### src/rtl/cache_mem_responder.sv
// cache_mem_responder: turns 128-bit cache line requests into four 32-bit word-bus beats
// and returns assembled read lines; writes are posted.
package cache_mem_responder_pkg;
    typedef struct packed {
        logic [31:0]  addr;
        logic [127:0] data;
        logic         rw;
        logic         valid;
    } mem_req_type;
    typedef struct packed {
        logic [127:0] data;
        logic         ready;
    } mem_data_type;
endpackage

module cache_mem_responder
    import cache_mem_responder_pkg::*;
#(
    parameter int unsigned TIMEOUT_CYCLES = 1023
) (
    input  logic         clk_i,
    input  logic         rst_ni,
    input  mem_req_type  mem_req_i,
    output mem_data_type mem_data_o,
    output logic         bus_valid_o,
    output logic         bus_we_o,
    output logic [31:0]  bus_addr_o,
    output logic [31:0]  bus_wdata_o,
    input  logic         bus_ready_i,
    input  logic [31:0]  bus_rdata_i,
    output logic         err_o,
    output logic         idle_o
);
    typedef enum logic [1:0] {IDLE, WRITE, READ, RESP} state_t;
    state_t       state, state_n;
    logic [27:0]  line_addr;
    logic [1:0]   beat;
    logic [127:0] wr_data, line;
    logic [31:0]  timer;
    logic         err, busy, beat_done, stall, timeout, accept;
    logic         unused_addr_bits;
    assign unused_addr_bits = ^mem_req_i.addr[3:0];
    always_comb begin
        busy      = state == WRITE || state == READ;
        beat_done = busy && bus_ready_i;
        stall     = busy && !bus_ready_i;
        timeout   = stall && TIMEOUT_CYCLES != 0 && timer + 32'd1 == TIMEOUT_CYCLES;
        accept    = state == IDLE && mem_req_i.valid;
        state_n   = state;
        case (state)
            IDLE:  state_n = !mem_req_i.valid ? IDLE : mem_req_i.rw ? WRITE : READ;
            WRITE: state_n = timeout || (beat_done && beat == 2'd3) ? IDLE : WRITE;
            READ:  state_n = timeout || (beat_done && beat == 2'd3) ? RESP : READ;
            RESP:  state_n = IDLE;
        endcase
    end
    always_ff @(posedge clk_i) begin
        if (!rst_ni) begin
            state     <= IDLE;
            line_addr <= '0;
            beat      <= '0;
            wr_data   <= '0;
            line      <= '0;
            timer     <= '0;
            err       <= 1'b0;
        end else begin
            state <= state_n;
            if (accept) begin
                line_addr <= mem_req_i.addr[31:4];
                beat      <= '0;
                timer     <= '0;
                // a fresh read starts from a zeroed line so aborted words read back as 0
                if (mem_req_i.rw) wr_data <= mem_req_i.data;
                else line <= '0;
            end
            if (beat_done) begin
                beat  <= beat + 2'd1;
                timer <= '0;
            end else if (stall) begin
                timer <= timer + 32'd1;
            end
            if (beat_done && state == READ) line[{beat, 5'd0} +: 32] <= bus_rdata_i;
            if (timeout) err <= 1'b1;
        end
    end
    assign bus_valid_o      = busy;
    assign bus_we_o         = state == WRITE;
    assign bus_addr_o       = {line_addr, beat, 2'b00};
    assign bus_wdata_o      = wr_data[{beat, 5'd0} +: 32];
    assign mem_data_o.data  = line;
    assign mem_data_o.ready = state == RESP;
    assign err_o            = err;
    assign idle_o           = state == IDLE;
endmodule

### config.mk
export PLATFORM = sky130hd
export DESIGN_NAME = cache_mem_responder
export DESIGN_NICKNAME = d
export VERILOG_FILES = /design/src/rtl/cache_mem_responder.sv
export SDC_FILE = /design/constraint.sdc
export NUM_CORES = 1
export LEC_CHECK = 0
export ABC_CLOCK_PERIOD_IN_PS = 4100
export BUFFER_PORTS_ARGS = -buffer_cell sky130_fd_sc_hd__buf_2
export CAP_MARGIN = 25
export CORE_ASPECT_RATIO = 1.2
export CORE_UTILIZATION = 40
export CTS_CLUSTER_DIAMETER = 100
export DETAILED_ROUTE_END_ITERATION = 10
export PLACE_DENSITY_LB_ADDON = 0.25
export SLEW_MARGIN = 10
export SYNTH_ARGS = -nofsm -noshare
export SYNTH_HDL_FRONTEND = slang
export SYNTH_SLANG_ARGS = --single-unit
### constraint.sdc
create_clock -name clk_i -period 4.1 [get_ports clk_i]
set_clock_uncertainty 0.05 [all_clocks]
set_input_delay 0.41 -clock clk_i [delete_from_list [all_inputs] [get_ports clk_i]]
set_output_delay 0.41 -clock clk_i [all_outputs]
set_load 0.01 [all_outputs]
==> impl_metrics.env, run 1 <==
export IMPL_worst_slack_ps=884
export IMPL_p_int_w=0.00551
export IMPL_grt_pass1_wl_um=61700
export IMPL_numCtsBuffers=36
export IMPL_most_common_layout_cells="buf_2, nand2_1, dfxtp_1, a21oi_1, nor2_1"
export IMPL_critPathMaxFanout=10
export IMPL_worstPathArrival_ps=3550
export IMPL_cpPeakStageDelay_ps=550
export IMPL_clockRootBuffer="clkbuf_16"
export IMPL_synth_warnings=0
export IMPL_fillers=3069
export IMPL_tns_ps=0
export IMPL_pwr_share_comb=0.081
export IMPL_crit_family="simple AND/OR/NAND/NOR gates"
export IMPL_insertion_delay_ps=520
export IMPL_die_width_um=167
export IMPL_leakagePower_nw=6.80
export IMPL_ys_ff_latch=321
export IMPL_place_gp_congestion=0.815
export IMPL_cap_violations=0
export IMPL_multi_input_comb_area_um2=6110
export IMPL_clock_sinks=321
export IMPL_area_growth_pct=26.5
export IMPL_min_path_type="input port to flop"
export IMPL_synth_seq_area_share=0.492
export IMPL_seqPwrFrac=0.450
export IMPL_fin_nets=2076
export IMPL_grt_max_degree=165
export IMPL_relSlewSlack=0.357
export IMPL_worstSetupPathType="flop to flop"
export IMPL_crit_path_cell_trace="ha_1 -> nand3_2 -> or4_1 -> mux2_2 -> a221oi_2 -> o211ai_1 -> nor4_2 -> or3_1 -> o221ai_2"
export IMPL_hold_buffers=0
export IMPL_synth_area_um2=13100
export IMPL_final_common_cell="buf_2"
export IMPL_drtAntennaViolNets=0
export IMPL_cts_tree="done"
export IMPL_grt_antenna_before_repair=2
export IMPL_cp_end_kind="flop"
export IMPL_finalSetupViolations=0
export IMPL_synthCells=1553
export IMPL_ys_flop_type="dfxtp_1"
export IMPL_rows=72
export IMPL_required_ps=4430
export IMPL_post_place_ws_ps=883
export IMPL_clkTransAtPathRegs_ps=60
export IMPL_port_buffers=387
export IMPL_cts_path_max_buffers=3
export IMPL_drc=0
export IMPL_peakVddDrop_mv=0.364
export IMPL_hold_violations=0
export IMPL_start_util=0.406
export IMPL_ys_async_sr_fraction=0
export IMPL_dp_hpwl_um=26600
export IMPL_cp_slowest_cell="or4_1"
export IMPL_min_period_ps=3220
export IMPL_viasPerCell=5.42
export IMPL_cts_resized=0
export IMPL_drt_initial_drc_count=1007
export IMPL_synth_enable_flop_cells=0
export IMPL_cts_max_level=2
export IMPL_rsz0062_at_grt="no"
export IMPL_sw_frac_of_total=0.237
export IMPL_period_share=0.784
export IMPL_wl_um=40300
export IMPL_routedWlPerCell_um=17.5
export IMPL_power_switching_w=0.00171
export IMPL_die_area_um2=33400
export IMPL_die_h_um=200
export IMPL_gr_total_overflow=0
export IMPL_drt_pass1_iterations=7
export IMPL_cts_setup_buffers=0
export IMPL_p_per_area_nw_per_um2=437
export IMPL_status="finished clean"
export IMPL_via_count=12468
export IMPL_core_area_um2=32200
export IMPL_crit_path_start_kind="flop"
export IMPL_grt_pass1_vias=11735
export IMPL_worstMarginPinSlew_ps=964
export IMPL_io_pin_count=394
export IMPL_worstPathBufferInverterCount=0
export IMPL_clockPowerShare=0.470
export IMPL_drv_slew=0
export IMPL_syn_area_per_cell_um2=8.40
export IMPL_grtUsageTotal=0.231
export IMPL_seqCellArea_um2=6430
export IMPL_drive_gt1_frac=0.277
export IMPL_ys_types=56
export IMPL_fmax_mhz=311
## cells in the mapped netlist, types with 7 or more instances
cell type | number | share of area
nand4_1 | 11 | 0.0053
clkbuf_1 | 114 | 0.033
and3_1 | 11 | 0.0053
buf_2 | 7 | 0.0027
nand2_1 | 348 | 0.10
a21oi_1 | 224 | 0.086
nor4_1 | 8 | 0.0038
buf_1 | 10 | 0.0029
o21ai_0 | 27 | 0.010
inv_1 | 8 | 0.0023
nand3_1 | 78 | 0.030
dfxtp_1 | 321 | 0.49
nor3_1 | 18 | 0.0069
nor2_1 | 136 | 0.039
a22oi_1 | 104 | 0.060
mux4_2 | 32 | 0.055
or3_1 | 8 | 0.0038
ha_1 | 11 | 0.011
## sequential cells by signal, indices dropped and copies added (netlist names)
name / flops
err_o: 1
line: 128
wr_data: 128
beat: 2
state: 2
line_addr: 28
timer: 32
## final cells by class
type	count	area share
timing repair buffer	411	0.132
clock buffer	48	0.0628
tap	407	0.0308
inverter	8	0.00227
multi-input combinational	1090	0.370
clock inverter	13	0.0124
antenna	4	0.000606
sequential	321	0.389
## through the flow
step / cell area [um^2] / util / total power, W / instances / hold WS, ps
6_report: 16500 / 0.514 / 0.00722 / 2302 / 72.2
2_1_floorplan: 13100 / - / 0.00363 / 1554 / 383
3_5_place_dp: 15300 / 0.475 / 0.00390 / 2237 / 394
4_1_cts: 16500 / 0.513 / 0.00729 / 2298 / 50.1
5_1_grt: 16500 / 0.513 / 0.00748 / 2300 / 56.9
3_3_place_gp: 15200 / 0.474 / 0.00388 / 2236 / 389
## final timing paths
kind	startpoint	cells after the start	to	slack (ps)
hold reg to reg	wr_data[99]	2	wr_data[99]	400
setup / recovery	timer[1]	9	state[0]	880
setup reg to reg	timer[1]	9	state[0]	880
hold / removal	mem_req_i[110]	3	wr_data[108]	70
## per-layer routing
metal	GRT usage	up-vias	share of wire
met3	0.0682	82	0.095
met1	0.275	5851	0.40
met2	0.389	524	0.47
met4	0.0988	0	0.034
li1	-	6011	-
met5	0	-	0
## power groups by stage
stage               clock network, W  logic (W)  registers (W)
finish                       0.00339   0.000583        0.00325
global route                 0.00358   0.000641        0.00326
CTS                          0.00346   0.000586        0.00325
detailed placement                 0   0.000583        0.00331
global placement                   0   0.000573        0.00331
floorplan                          0   0.000319        0.00331
## tightest hold or removal path, delay by kind of cell
kind	cells	cell delay, ps
compound gates	1	50
buf+inv	1	90
simple gates	1	40
## logic make-up (layout without fill, tap and decap cells)
kind of cell	after synthesis	after routing	share of synthesized area
and+or+nand+nor	658	658	0.221
AOI/OAI and AO/OA	375	375	0.169
DFF	321	321	0.492
buffers and inverters	143	480	0.0428
muxes	35	35	0.0576
adders and majority gates	11	11	0.0105
xor gates and xnor gates	9	9	0.00604
other	1	6	0.000287
Note: power is estimated with default switching activity, not from simulation.
==> run 2: changes to the inputs <==
- ABC_AREA: unset -> 1
- ABC_CLOCK_PERIOD_IN_PS: 4100 -> 2900
- clock period: 4.1 -> 2.9 ns (I/O delays scaled with it)
==> impl_metrics.env, run 2 <==
export IMPL_status="finished clean"
export IMPL_routedWlPerCell_um=16.3
export IMPL_port_buffers=387
export IMPL_synth_seq_area_share=0.458
export IMPL_cts_max_level=2
export IMPL_required_ps=2560
export IMPL_start_util=0.410
export IMPL_numCtsBuffers=36
export IMPL_via_count=15470
export IMPL_cpPeakStageDelay_ps=420
export IMPL_cp_common_cell="buf_4"
export IMPL_viasPerCell=5.31
export IMPL_worstPathBufferInverterCount=3
export IMPL_ys_ff_latch=321
export IMPL_gr_total_overflow=0
export IMPL_drv_slew=0
export IMPL_cap_violations=0
export IMPL_clockPowerShare=0.453
export IMPL_period_share=0.891
export IMPL_crit_path_cell_trace="buf_4 -> buf_4 -> o21ai_0 -> o22ai_1 -> buf_2"
export IMPL_synthCells=1974
export IMPL_most_common_layout_cells="nand2_1, buf_2, dfxtp_1, nand3_1, a21oi_1"
export IMPL_peakVddDrop_mv=0.446
export IMPL_place_gp_congestion=0.923
export IMPL_fmax_mhz=387
export IMPL_io_pin_count=394
export IMPL_netlist_area_leader_share=0.458
export IMPL_ys_types=32
export IMPL_die_area_um2=35800
export IMPL_clock_sinks=321
export IMPL_wl_um=47500
export IMPL_rr_startpoint="state[0]"
export IMPL_dp_hpwl_um=29500
export IMPL_worstHoldStart="mem_req_i[36]"
export IMPL_worstPathArrival_ps=2240
export IMPL_p_int_w=0.00795
export IMPL_power_switching_w=0.00272
export IMPL_drive_gt1_frac=0.214
export IMPL_pwr_share_comb=0.116
export IMPL_synth_area_um2=14000
export IMPL_min_period_ps=2580
export IMPL_finalSetupViolations=0
export IMPL_final_common_cell="nand2_1"
export IMPL_worstMarginPinSlew_ps=776
export IMPL_drt_initial_drc_count=1135
export IMPL_cp_end_kind="output port"
export IMPL_synth_commonest_cells="nand2_1, dfxtp_1, nand3_1, a21oi_1, nor2_1"
export IMPL_yosys_top_cells_area="dfxtp_1, nand2_1, nand3_1, a21oi_1, nor2_1"
export IMPL_drc=0
export IMPL_sw_frac_of_total=0.255
export IMPL_ys_flop_type="dfxtp_1"
export IMPL_post_place_ws_ps=567
export IMPL_grt_pass1_vias=14792
export IMPL_grtUsageTotal=0.256
export IMPL_worst_slack_ps=317
export IMPL_syn_area_per_cell_um2=7.11
export IMPL_ys_async_sr_fraction=0
export IMPL_core_area_um2=34300
export IMPL_crit_path_start_kind="flop"
export IMPL_critPathMaxFanout=35
export IMPL_cp_slowest_cell="buf_4"
export IMPL_drtAntennaViolNets=0
export IMPL_tns_ps=0
export IMPL_p_per_area_nw_per_um2=556
export IMPL_clockRootBuffer="clkbuf_16"
export IMPL_min_path_type="input port to flop"
export IMPL_crit_family="buffers and inverters"
export IMPL_worstSetupPathType="flop to output port"
export IMPL_synth_warnings=0
export IMPL_rsz0062_at_grt="no"
export IMPL_synth_top_area_cell="dfxtp_1"
export IMPL_rows=74
export IMPL_cts_tree="done"
export IMPL_fin_nets=2639
export IMPL_leakagePower_nw=7.74
export IMPL_grt_pass1_wl_um=76100
export IMPL_crit_start="beat[0]"
export IMPL_grt_max_degree=120
export IMPL_cts_path_max_buffers=3
export IMPL_drt_pass1_iterations=5
export IMPL_seqPwrFrac=0.431
export IMPL_synth_enable_flop_cells=0
export IMPL_diodes=0
export IMPL_area_growth_pct=36.8
export IMPL_die_width_um=173
export IMPL_clkTransAtPathRegs_ps=60
export IMPL_reg_top3="line: 128 flops, wr_data: 128 flops, timer: 32 flops"
export IMPL_relSlewSlack=0.483
export IMPL_die_h_um=207
export IMPL_insertion_delay_ps=530
export IMPL_grt_antenna_before_repair=1
export IMPL_yosysMostFrequentCell="nand2_1"
export IMPL_cts_setup_buffers=0
export IMPL_hold_violations=0
==> run 2: layout make-up <==
class	count	area, um^2
repair buffers	581	3910
fillers	3254	15100
inverters	46	185
well taps	456	571
multi-input cells	1445	6840
clock inverters	18	219
flip-flops and latches	321	6430
clock buffers	48	1050
==> run 2: repair_timing <==
item	CTS	global route
hold buffers	162	0
endpoints found under the hold margin	162	0
resized for setup	0	0
==> run 2: kinds of logic (layout without fill, tap and decap cells) <==
kind of cell | count (synthesis) | count (layout) | share of synthesized area
AO/OA/AOI/OAI | 456 | 456 | 0.175
XOR/XNOR | 2 | 2 | 0.00125
adder cells (fa/ha/maj) | 11 | 11 | 0.00981
buffers and inverters | 209 | 693 | 0.0566
flip-flops | 321 | 321 | 0.458
other | 1 | 2 | 0.000267
AND/OR/NAND/NOR | 974 | 974 | 0.299
==> run 2: routing by layer <==
metal | part of all wire | routed length (um) | vias up | global-route usage
met3 | 0.069 | 3300 | 116 | 0.0486
met2 | 0.49 | 23400 | 616 | 0.449
met5 | 0 | 0 | - | 0
met1 | 0.40 | 18900 | 7169 | 0.302
met4 | 0.038 | 1820 | 0 | 0.110
li1 | - | - | 7569 | -
==> run 2: path summary, 6_finish.rpt <==
kind	depth (start not counted)	slack, ps	end
setup / recovery	5	320	bus_wdata_o[4]
hold / removal	3	10	wr_data[34]
setup reg to reg	16	560	state[0]
hold reg to reg	2	410	wr_data[88]
==> run 2: worst reg2reg max path: cells and delay by family, from the launching register on <==
kind / cells / cell delay [ps]
buffers and inverters: 2 / 130
adders and majority gates: 1 / 310
AOI/OAI and AO/OA: 1 / 40
and+or+nand+nor: 12 / 1320
DFF: 1 / 350
==> run 2: power by group through the flow <==
stage / clock network (W) / logic [W] / registers [W]
final: 0.00483 / 0.00124 / 0.00460
after floorplan: 0 / 0.000582 / 0.00471
after global placement: 0 / 0.00104 / 0.00469
after global routing: 0.00510 / 0.00135 / 0.00461
after CTS: 0.00491 / 0.00122 / 0.00460
after detailed placement: 0 / 0.00105 / 0.00470
==> run 2: stage by stage <==
stage	cell area [um^2]	power (W)	hold WS (ps)	util	instances
CTS	19200	0.0107	0.332	0.560	2915
finish	19200	0.0107	12.4	0.560	2915
floorplan	14000	0.00529	387	-	1975
global route	19200	0.0111	3.34	0.560	2915
detailed placement	16300	0.00574	399	0.476	2687
global placement	16300	0.00573	391	0.476	2687
==> run 3: changes to the inputs <==
- PLACE_DENSITY: unset -> 0.65
- PLACE_DENSITY_LB_ADDON: 0.25 -> unset
==> impl_metrics.env, run 3 (same netlist as run 2, synthesis figures left out) <==
export IMPL_status="finished clean"
export IMPL_drive_gt1_frac=0.214
export IMPL_drtAntennaViolNets=0
export IMPL_leakagePower_nw=7.70
export IMPL_period_share=0.864
export IMPL_die_h_um=207
export IMPL_peakVddDrop_mv=0.505
export IMPL_io_pin_count=394
export IMPL_rows=74
export IMPL_clock_sinks=321
export IMPL_seqCellArea_um2=6430
export IMPL_placed_area_um2=16400
export IMPL_grt_pass1_wl_um=77700
export IMPL_dp_hpwl_um=30400
export IMPL_via_count=15597
export IMPL_fmax_mhz=399
export IMPL_multi_input_comb_area_um2=6840
export IMPL_grt_pass1_vias=15153
export IMPL_drt_pass1_iterations=5
export IMPL_worstPathArrival_ps=2170
export IMPL_grtUsageTotal=0.261
export IMPL_critPathMaxFanout=33
export IMPL_worstMarginPinSlew_ps=852
export IMPL_reg_top3="line: 128 flops, wr_data: 128 flops, timer: 32 flops"
export IMPL_drv_slew=0
export IMPL_min_period_ps=2510
export IMPL_clkTransAtPathRegs_ps=60
export IMPL_cts_max_level=2
export IMPL_cts_path_max_buffers=3
export IMPL_hold_violations=0
export IMPL_numCtsBuffers=35
export IMPL_most_common_layout_cells="nand2_1, buf_2, dfxtp_1, nand3_1, a21oi_1"
export IMPL_drc=0
export IMPL_grt_max_degree=126
export IMPL_finalSetupViolations=0
export IMPL_clockRootBuffer="clkbuf_16"
export IMPL_drt_initial_drc_count=1216
export IMPL_routedWlPerCell_um=16.7
export IMPL_cp_end_kind="output port"
export IMPL_rsz0062_at_grt="no"
export IMPL_tns_ps=0
export IMPL_port_buffers=387
export IMPL_cts_tree="done"
export IMPL_place_gp_congestion=0.888
export IMPL_crit_path_start_kind="flop"
export IMPL_start_util=0.410
export IMPL_relSlewSlack=0.432
export IMPL_min_path_type="input port to flop"
export IMPL_final_common_cell="nand2_1"
export IMPL_core_area_um2=34300
export IMPL_required_ps=2560
export IMPL_die_width_um=173
export IMPL_area_growth_pct=36.0
export IMPL_die_area_um2=35800
export IMPL_cap_violations=0
export IMPL_gr_total_overflow=0
export IMPL_fin_nets=2634
export IMPL_fillers=3198
export IMPL_insertion_delay_ps=510
export IMPL_worstSetupPathType="flop to output port"
export IMPL_wl_um=48400
export IMPL_p_per_area_nw_per_um2=546
export IMPL_viasPerCell=5.36
export IMPL_cts_resized=0
export IMPL_grt_antenna_before_repair=2
export IMPL_final_area_um2=19100
==> run 3: cell types whose count changed in the layout (fill, tap and decap cells not counted), sizes merged <==
| cell | change |
|---|---|
| clkbuf | +8 |
| dlygate4sd3 | -11 |
| clkinv | -7 |
| diode | +2 |
| inv | -3 |
| clkinvlp | -1 |
| buf | +7 |
| bufinv | -2 |
==> run 3: per-layer routing <==
layer,vias up,routed length (um),track usage
met1,7274,19800,0.314
met4,0,1820,0.110
met2,645,23400,0.452
li1,7566,-,-
met3,112,3410,0.0518
met5,-,0,0
==> run 3: path summary, 6_finish.rpt <==
check / from / to / slack (ps) / cells past startpoint
worst max register to register: state[0] / state[0] / 470 / 16
worst min register to register: wr_data[56] / wr_data[56] / 410 / 2
worst max-delay path: beat[0] / bus_wdata_o[14] / 390 / 4
worst min-delay path: bus_rdata_i[14] / line[78] / 20 / 3
==> run 3: what timing repair did <==
item / in CTS / in global routing
hold endpoints to repair: 151 / 0
hold buffers: 151 / 0
setup endpoints to repair: 0 / 0
setup buffers: 0 / 0
==> run 3: area by class of cell <==
type / instances / area share
multi-input combinational: 1445 / 0.358
sequential: 321 / 0.337
timing repair buffer: 577 / 0.203
clock buffer: 56 / 0.0580
tap: 456 / 0.0299
inverter: 46 / 0.00971
clock inverter: 5 / 0.00394
antenna: 2 / 0.000262
==> run 3: where the power goes <==
part,total (W),switching (W),internal [W]
logic,0.00124,0.000745,0.000498
registers,0.00461,0.0000699,0.00454
clock network,0.00457,0.00178,0.00278
total,0.0104,0.00260,0.00782
==> run 3: worst max-delay path, cell delays in order (launching register included) <==
cell and delay, ps:
dfxtp_2 570, buf_4 400, o21ai_0 160, o22ai_1 300, buf_2 210
==> run 3: through the flow <==
stage | setup slack, ps | std cells | hold slack [ps] | power (W) | utilization
final | 395 | 2908 | 22.0 | 0.0104 | 0.557
after floorplan | 485 | 1975 | 387 | 0.00529 | -
after detailed placement | 488 | 2694 | 399 | 0.00576 | 0.478
after CTS | 397 | 2906 | 1.64 | 0.0105 | 0.557
after global routing | 255 | 2908 | 9.48 | 0.0108 | 0.557
after global placement | 487 | 2694 | 395 | 0.00575 | 0.478
